[src/rtl/wb_modport_interconnect.sv]
// -----------------------------------------------------------------------------
// wb_modport_interconnect
//
// Purpose:
//   Wishbone classic single-master to N-slave address decoder. The upstream
//   master is steered to the one slave whose window [BASE, BASE+SPACE)
//   contains the address. The window base is stripped, so each slave sees a
//   local word address. An access that falls in no window is answered by a
//   small internal error responder.
//
//   The forward path (master to slaves) is purely combinational. The return
//   path (slaves to master) is a combinational AND-OR mux. The only state in
//   the block is the error responder flop.
//
// Ports:
//   clk, rst        : clock and synchronous active-high reset
//   s_*             : upstream Wishbone slave port (connects to the master)
//                     adr, dat_i, dat_o, we, stb, cyc, ack, err
//   m_clk, m_rst    : clock and reset fanned out to each downstream slave
//   m_*             : flattened downstream master ports, one slot per slave;
//                     slot j occupies [j*W +: W] of each vector
// -----------------------------------------------------------------------------
module wb_modport_interconnect #(
    parameter int INSTANCES  = 2,
    parameter int DATA_WIDTH = 32,
    parameter int ADDR_WIDTH = 32,
    parameter logic [INSTANCES*ADDR_WIDTH-1:0] BASE_ADDRESS = {32'd1024, 32'd0},
    parameter logic [INSTANCES*ADDR_WIDTH-1:0] MEMORY_SPACE = {32'd256, 32'd256}
) (
    input  logic                             clk,
    input  logic                             rst,
    // upstream master side
    input  logic [ADDR_WIDTH-1:0]            s_adr,
    input  logic [DATA_WIDTH-1:0]            s_dat_i,
    output logic [DATA_WIDTH-1:0]            s_dat_o,
    input  logic                             s_we,
    input  logic                             s_stb,
    input  logic                             s_cyc,
    output logic                             s_ack,
    output logic                             s_err,
    // downstream slave side
    output logic [INSTANCES-1:0]             m_clk,
    output logic [INSTANCES-1:0]             m_rst,
    output logic [INSTANCES*ADDR_WIDTH-1:0]  m_adr,
    output logic [INSTANCES*DATA_WIDTH-1:0]  m_dat_i,
    input  logic [INSTANCES*DATA_WIDTH-1:0]  m_dat_o,
    output logic [INSTANCES-1:0]             m_we,
    output logic [INSTANCES-1:0]             m_stb,
    output logic [INSTANCES-1:0]             m_cyc,
    input  logic [INSTANCES-1:0]             m_ack
);

    // -------------------------------------------------------------------------
    // Elaboration-time window map checks
    // -------------------------------------------------------------------------
    // Window arithmetic uses one extra bit so that BASE+SPACE cannot wrap.
    function automatic logic [ADDR_WIDTH:0] f_base(input int j);
        return {1'b0, BASE_ADDRESS[j*ADDR_WIDTH +: ADDR_WIDTH]};
    endfunction

    function automatic logic [ADDR_WIDTH:0] f_space(input int j);
        return {1'b0, MEMORY_SPACE[j*ADDR_WIDTH +: ADDR_WIDTH]};
    endfunction

    function automatic bit f_any_overlap();
        bit found;
        found = 1'b0;
        for (int a = 0; a < INSTANCES; a++) begin
            for (int b = a + 1; b < INSTANCES; b++) begin
                if ((f_base(a) < f_base(b) + f_space(b)) &&
                    (f_base(b) < f_base(a) + f_space(a))) begin
                    found = 1'b1;
                end
            end
        end
        return found;
    endfunction

    function automatic bit f_any_not_pow2();
        bit found;
        found = 1'b0;
        for (int j = 0; j < INSTANCES; j++) begin
            if ((f_space(j) == '0) ||
                ((f_space(j) & (f_space(j) - 1'b1)) != '0)) begin
                found = 1'b1;
            end
        end
        return found;
    endfunction

    function automatic bit f_any_misaligned();
        bit found;
        found = 1'b0;
        for (int j = 0; j < INSTANCES; j++) begin
            if ((f_space(j) != '0) && ((f_base(j) % f_space(j)) != '0)) begin
                found = 1'b1;
            end
        end
        return found;
    endfunction

    localparam bit P_OVERLAP    = f_any_overlap();
    localparam bit P_NOT_POW2   = f_any_not_pow2();
    localparam bit P_MISALIGNED = f_any_misaligned();

    if (P_OVERLAP) begin : g_chk_overlap
        $error("wb_modport_interconnect: two slave address windows overlap");
    end
    if (P_NOT_POW2) begin : g_chk_pow2
        $error("wb_modport_interconnect: a MEMORY_SPACE entry is not a power of two");
    end
    if (P_MISALIGNED) begin : g_chk_align
        $error("wb_modport_interconnect: a BASE_ADDRESS is not a multiple of its MEMORY_SPACE");
    end

    // -------------------------------------------------------------------------
    // Per-slot decode and forward path
    // -------------------------------------------------------------------------
    logic [INSTANCES-1:0] w_match;

    for (genvar gi = 0; gi < INSTANCES; gi++) begin : g_slot
        localparam logic [ADDR_WIDTH-1:0] BASE  = BASE_ADDRESS[gi*ADDR_WIDTH +: ADDR_WIDTH];
        localparam logic [ADDR_WIDTH-1:0] SPACE = MEMORY_SPACE[gi*ADDR_WIDTH +: ADDR_WIDTH];
        // Number of local (in-window) address bits.
        localparam int MW = $clog2(SPACE);
        // Mask selecting the local address bits; empty for a one-word window.
        localparam logic [ADDR_WIDTH-1:0] MASK =
            (MW == 0) ? '0 : ({ADDR_WIDTH{1'b1}} >> (ADDR_WIDTH - MW));

        // Shifting both sides compares only the bits above the window, and
        // degenerates to a full-address compare when MW is zero.
        assign w_match[gi] = ((s_adr >> MW) == (BASE >> MW));

        assign m_adr[gi*ADDR_WIDTH +: ADDR_WIDTH]   = s_adr & MASK;
        assign m_dat_i[gi*DATA_WIDTH +: DATA_WIDTH] = s_dat_i;
        assign m_we[gi]  = s_we;
        assign m_stb[gi] = s_stb & w_match[gi];
        assign m_cyc[gi] = s_cyc & w_match[gi];
        assign m_clk[gi] = clk;
        assign m_rst[gi] = rst;
    end

    logic w_any_match;
    assign w_any_match = |w_match;

    // -------------------------------------------------------------------------
    // Return path: AND-OR mux over the matching slot
    // -------------------------------------------------------------------------
    logic [DATA_WIDTH-1:0] w_rd_dat;
    logic                  w_rd_ack;

    always_comb begin
        w_rd_dat = '0;
        w_rd_ack = 1'b0;
        for (int j = 0; j < INSTANCES; j++) begin
            w_rd_dat = w_rd_dat | ({DATA_WIDTH{w_match[j]}} & m_dat_o[j*DATA_WIDTH +: DATA_WIDTH]);
            w_rd_ack = w_rd_ack | (w_match[j] & m_ack[j]);
        end
    end

    // -------------------------------------------------------------------------
    // Unmapped-access error responder
    // -------------------------------------------------------------------------
    // The ~r_err_q term makes the flop drop after each error ack, so a request
    // that stays asserted is answered on every other cycle instead of
    // continuously.
    logic r_err_q;

    always_ff @(posedge clk) begin
        if (rst) begin
            r_err_q <= 1'b0;
        end else begin
            r_err_q <= s_cyc & s_stb & ~w_any_match & ~r_err_q;
        end
    end

    // A pending error response takes priority over any slave, even if the
    // master has meanwhile moved to a mapped address.
    assign s_ack   = r_err_q | w_rd_ack;
    assign s_err   = r_err_q;
    assign s_dat_o = r_err_q ? '0 : w_rd_dat;

endmodule

[config.mk]
export PLATFORM = sky130hd
export DESIGN_NAME = wb_modport_interconnect
export DESIGN_NICKNAME = d
export VERILOG_FILES = /design/src/rtl/wb_modport_interconnect.sv
export SDC_FILE = /design/constraint.sdc
export NUM_CORES = 1
export LEC_CHECK = 0
export CORE_AREA = 2 2 120 122
export CTS_BUF_LIST = sky130_fd_sc_hd__clkbuf_8
export DETAILED_ROUTE_END_ITERATION = 6
export DIE_AREA = 0 0 122 124
export PLACE_DENSITY = 0.61
export SLEW_MARGIN = 20
export SYNTH_ARGS = -nofsm -noshare
export SYNTH_HDL_FRONTEND = slang
export SYNTH_SLANG_ARGS = --single-unit
[constraint.sdc]
create_clock -name clk -period 1.9 [get_ports clk]
set_input_delay 0.285 -clock clk [delete_from_list [all_inputs] [get_ports clk]]
set_output_delay 0.285 -clock clk [all_outputs]
set_load 0.005 [all_outputs]
==> flow_metrics.tcl, run 1 <==
set metrics [dict create \
    status "finished with violations" \
    failed_checks "negative setup slack" \
    synth.top_cell.area_share_pct 51.1 \
    hp-start "s_dat_i[14]" \
    core_area_sq_um 13700 \
    ios 307 \
    synth_ff_type "dfxtp_1" \
    fin_total_pwr_uw 797 \
    yosysSeqAreaShare_pct 1.01 \
    min_period_ns 1.91 \
    die_area_sq_um 15100 \
    clock.fmax_ghz 0.524 \
    synth_most_common_cell "buf_4" \
    remaining_drc_errors 0 \
    grt_antenna_before_repair 0 \
    worst_ep_required_time_ns 1.62 \
    initial_core_util_pct 14.4 \
    holdWs_ns 0.570 \
    wl_met1_microns 2750 \
    cts_tree "built" \
    hold_violations 0 \
    worst_setup_path_end_kind "output pin" \
    irDropWorstVdd_v 0.000341 \
    rows 43 \
    met2_length_microns 4520 \
    num_vias 1746 \
    seq_area_sq_um 23.8 \
    route.met3.wl_microns 982 \
    via_per_inst 3.58 \
    synth_edf_count 0 \
    ant_nets 0 \
    routedWlPerCell_microns 17.7 \
    crit_arrival_ns 1.62 \
    chipWidth_microns 122 \
    ys_ff_latch 1 \
    cellLeakagePower_nw 1.44 \
    fin_crit_sh_pct 100 \
    r2r-end "s_err" \
    r2r.worst_path.cells 4 \
    synth_warnings 0 \
    grt_max_degree 26 \
    synth_cell_types 18 \
    min_to "m_dat_i[14]" \
    grt_pass1_wl_microns 11400 \
    drtIter0Drc 18 \
    final-setup-viol-count 1 \
    critical_path_peak_fanout 6 \
    antenna_cells 0 \
    syn_avg_cell_area_sq_um 8.36 \
    top_layer "met4" \
    placed_area_sq_um 2730 \
    fin_worst_skew_ns 0 \
    multi_input_area_sq_um 1360 \
    gr-total-overflow 0 \
    hp-class "primary input to output pin" \
    largest_reg_flops 1 \
    crit_type "primary input to output pin" \
    synthArstFlopShare_pct 0 \
    drive_above_1_share_pct 45.5 \
    worst_slack_ns -0.00835 \
    tns_ns -0.00835 \
    rrSetupSlack_ns 0.79 \
    dpl.hpwl_microns 5280 \
    finalWirelength_microns 8640 \
    cts_hold_buf 0 \
    power.density_nw_per_um2 231 \
    routabilityCongestion 0.642 \
    fin_nets 445 \
    synth_top_cell_by_area "buf_4" \
    slew_viol_final 0 \
    ys_top_cells_by_area "buf_4 (51%), nor4_2 (18%), mux2i_1 (17%)" \
    finalCoreUtilization_pct 25.2 \
    die_y_microns 124 \
    timing.rr.start "s_err" \
    hold_depth 0 \
    crit_path_start_kind "primary input" \
    syn-cell-area_sq_um 1980 \
    clkLatencyLatePin_ns 0.30 \
    fillers 1450 \
    syn_to_final_growth_pct 74.2 \
    ys_top_cells_by_count "buf_4 (135), mux2i_1 (33), nor4_2 (28)" \
    track_usage_pct 10.7 \
    rsz0062_at_grt "yes" \
    final_area_sq_um 3450 \
    drt_first_pass_iters 4 \
    grt_pass1_vias 1722 \
    maxCapViolations 0 \
    port_buffers 135 \
    synth_cells 237 \
]
## logic make-up (layout without fill, tap and decap cells)
logic type | after synthesis | in the layout | share of synthesized area (%)
buffers and inverters | 153 | 177 | 57.7
and+or+nand+nor | 47 | 47 | 23.5
muxes | 33 | 33 | 16.7
AOI/OAI and AO/OA | 2 | 2 | 0.947
other | 1 | 48 | 0.189
DFF | 1 | 1 | 1.01
## cell type report
cell class	count	share of cell area [%]
repair buffers	166	50.1
multi-input cells	130	39.5
well taps	180	6.52
clock buffers	8	2.90
flip-flops and latches	1	0.689
inverters	3	0.326
## power breakdown
| group | internal (mW) | switching (mW) | total (mW) |
|---|---|---|---|
| Clock | 0.308 | 0.0783 | 0.386 |
| Combinational | 0.223 | 0.161 | 0.384 |
| Sequential | 0.0214 | 0.00472 | 0.0261 |
## critical path, cell delays in order
cell     delay, ns
buf_6         0.10
nor4_4        0.27
nand4_1       0.15
buf_6         0.15
buf_12        0.15
buf_16        0.16
nor4_4        0.20
buf_2         0.16
## metrics by stage
stage	instances	worst slack, ns
finish	488	-0.00835
global route	488	-0.0961
CTS	488	-0.0243
detailed placement	459	-0.738
global placement	459	-0.719
floorplan	284	0.407
## worst max path at each step
stage                          from           to  slack (ns)  cells past startpoint
after detailed placement  s_adr[17]   s_dat_o[1]       -0.74                      6
after global placement    s_adr[17]   s_dat_o[4]       -0.72                      6
after global routing      s_adr[28]        s_ack        -0.1                      8
final                      s_adr[9]   s_dat_o[2]      -0.008                      8
after floorplan           s_adr[29]  s_dat_o[25]        0.41                      5
after CTS                 s_adr[21]   s_dat_o[0]       -0.02                      8
## per-layer routing
metal	vias up	track usage, %
li1	787	-
met4	0	7.61
met3	55	3.57
met1	770	9.96
met5	-	0
met2	134	19.7
## cells in the final DEF, fill, tap and decap left out, types with 5 or more instances in the layout
master           Yosys  routed
clkbuf_8             0       6
nor4_2              28       8
buf_4              135       5
mux2i_1             33      33
buf_6                3      17
buf_2                6      46
clkdlybuf4s50_1      0      72
buf_12               2       6
buf_16               0      13
conb_1               1      48
nor4_4               0      31
## what timing repair did
item	4_1_cts	5_1_grt
setup buffers	11	2
pin swaps	32	19
setup endpoints to repair	39	37
cloned	13	0
gates resized for setup	276	33
No activity file was read; power rests on OpenSTA's default activity.
==> run 2: changes to the inputs <==
--- a/config.mk
+++ b/config.mk
@@ -6,7 +6,6 @@
 export NUM_CORES = 1
 export LEC_CHECK = 0
 export CORE_AREA = 2 2 120 122
-export CTS_BUF_LIST = sky130_fd_sc_hd__clkbuf_8
 export DETAILED_ROUTE_END_ITERATION = 6
 export DIE_AREA = 0 0 122 124
 export PLACE_DENSITY = 0.61
==> flow_metrics.tcl, run 2 (synthesized netlist as in run 1, its figures left out) <==
set metrics [dict create \
    status "finished with violations" \
    failed_checks "negative setup slack" \
    hp-class "primary input to output pin" \
    placed_area_sq_um 2730 \
    track_usage_pct 10.8 \
    tns_ns -0.00835 \
    rsz0062_at_grt "yes" \
    drt_first_pass_iters 4 \
    worst_slack_ns -0.00835 \
    fin_worst_skew_ns 0 \
    finalCoreUtilization_pct 25.7 \
    grt_pass1_wl_microns 11400 \
    grt_antenna_before_repair 0 \
    clkLatencyLatePin_ns 0.32 \
    syn_to_final_growth_pct 77.6 \
    max_stage_delay_ns 0.27 \
    critical_path_peak_fanout 6 \
    grt_pass1_vias 1725 \
    maxCapViolations 0 \
    drtIter0Drc 13 \
    num_vias 1739 \
    hold_violations 0 \
    crit_arrival_ns 1.62 \
    final_common_cell "clkdlybuf4s50_1" \
    drive_above_1_share_pct 45.5 \
    critPathSlowestCell "nor4_4" \
    grt_max_degree 26 \
    fillers 1443 \
    holdWs_ns 0.570 \
    worst_ep_required_time_ns 1.62 \
    chipWidth_microns 122 \
    fin_total_pwr_mw 1.09 \
    worst-path-buf-inv 5 \
    port_buffers 135 \
    slew_viol_final 0 \
    final_cell_mix "clkdlybuf4s50_1 (72), conb_1 (48), buf_2 (46), mux2i_1 (33), nor4_4 (31)" \
    gr-total-overflow 0 \
    crit_type "primary input to output pin" \
    power.density_nw_per_um2 310 \
    cellLeakagePower_nw 1.47 \
    core_area_sq_um 13700 \
    dpl.hpwl_microns 5280 \
    die_area_sq_um 15100 \
    antenna_cells 0 \
    ios 307 \
    fin_nets 445 \
    largest_reg_flops 1 \
    crit_path_start_kind "primary input" \
    irDropWorstVdd_v 0.000481 \
    ant_nets 0 \
    finalWirelength_microns 8630 \
    fin_crit_sh_pct 100 \
    cts_hold_buf 0 \
    die_y_microns 124 \
    crit_family "buffers and inverters" \
    worst_setup_path_end_kind "output pin" \
    cts_tree "built" \
    crit_chain "buf_6, nor4_4, nand4_1, buf_6, buf_12, buf_16, nor4_4, buf_2" \
    via_per_inst 3.56 \
    remaining_drc_errors 0 \
    min_period_ns 1.91 \
    rows 43 \
    clock.fmax_ghz 0.524 \
    routabilityCongestion 0.642 \
    final_area_sq_um 3520 \
    final-setup-viol-count 1 \
    initial_core_util_pct 14.4 \
    routedWlPerCell_microns 17.7 \
]
-- run 2: cell counts in the layout (fill, tap and decap cells not counted) --
No cell type changed its count.
-- run 2: power breakdown --
part / total, mW / internal [mW] / switching, mW
registers: 0.0261 / 0.0214 / 0.00472
logic: 0.384 / 0.223 / 0.161
clock network: 0.682 / 0.576 / 0.106
-- run 2: final timing paths --
kind | start | depth (start not counted) | to | slack (ns)
worst max-delay path | s_adr[9] | 8 | s_dat_o[2] | -0.008
worst min-delay path | s_dat_i[14] | 0 | m_dat_i[14] | 0.57
worst max register to register | s_err | 4 | s_err | 0.81
worst min register to register | s_err | 4 | s_err | 0.97
-- run 2: area by class of cell --
cell class | count | area [sq um] | share of cell area (%)
Clock buffer | 8 | 168 | 4.76
Tap cell | 180 | 225 | 6.40
Timing Repair Buffer | 166 | 1730 | 49.1
Sequential cell | 1 | 23.8 | 0.675
Multi-Input combinational cell | 130 | 1360 | 38.7
Inverter | 3 | 11.3 | 0.320
-- run 2: what timing repair did --
item | CTS | global route
setup endpoints to repair | 40 | 37
pin swaps | 32 | 19
resized for setup | 276 | 33
setup buffers | 11 | 2
gates cloned | 13 | 0
-- run 2: per-layer routing --
| layer | global-route usage, % | share of wire [%] | routed length (microns) | vias up |
|---|---|---|---|---|
| met1 | 9.88 | 32 | 2760 | 765 |
| met3 | 3.85 | 11 | 959 | 49 |
| met2 | 19.7 | 53 | 4550 | 139 |
| li1 | - | - | - | 786 |
| met5 | 0 | 0 | 0 | - |
| met4 | 7.83 | 4.2 | 366 | 0 |
-- run 2: worst reg2reg max path, cell delays in order (launching register included) --
cell	delay (ns)
dfxtp_4	0.40
buf_6	0.16
buf_4	0.13
nor2_1	0.14
o2111a_1	0.19
-- run 2: stage by stage --
| step | cells | worst slack (ns) |
|---|---|---|
| final | 488 | -0.00835 |
| after global routing | 488 | -0.0961 |
| after CTS | 488 | -0.0243 |
| after detailed placement | 459 | -0.738 |
| after global placement | 459 | -0.719 |
| after floorplan | 284 | 0.407 |
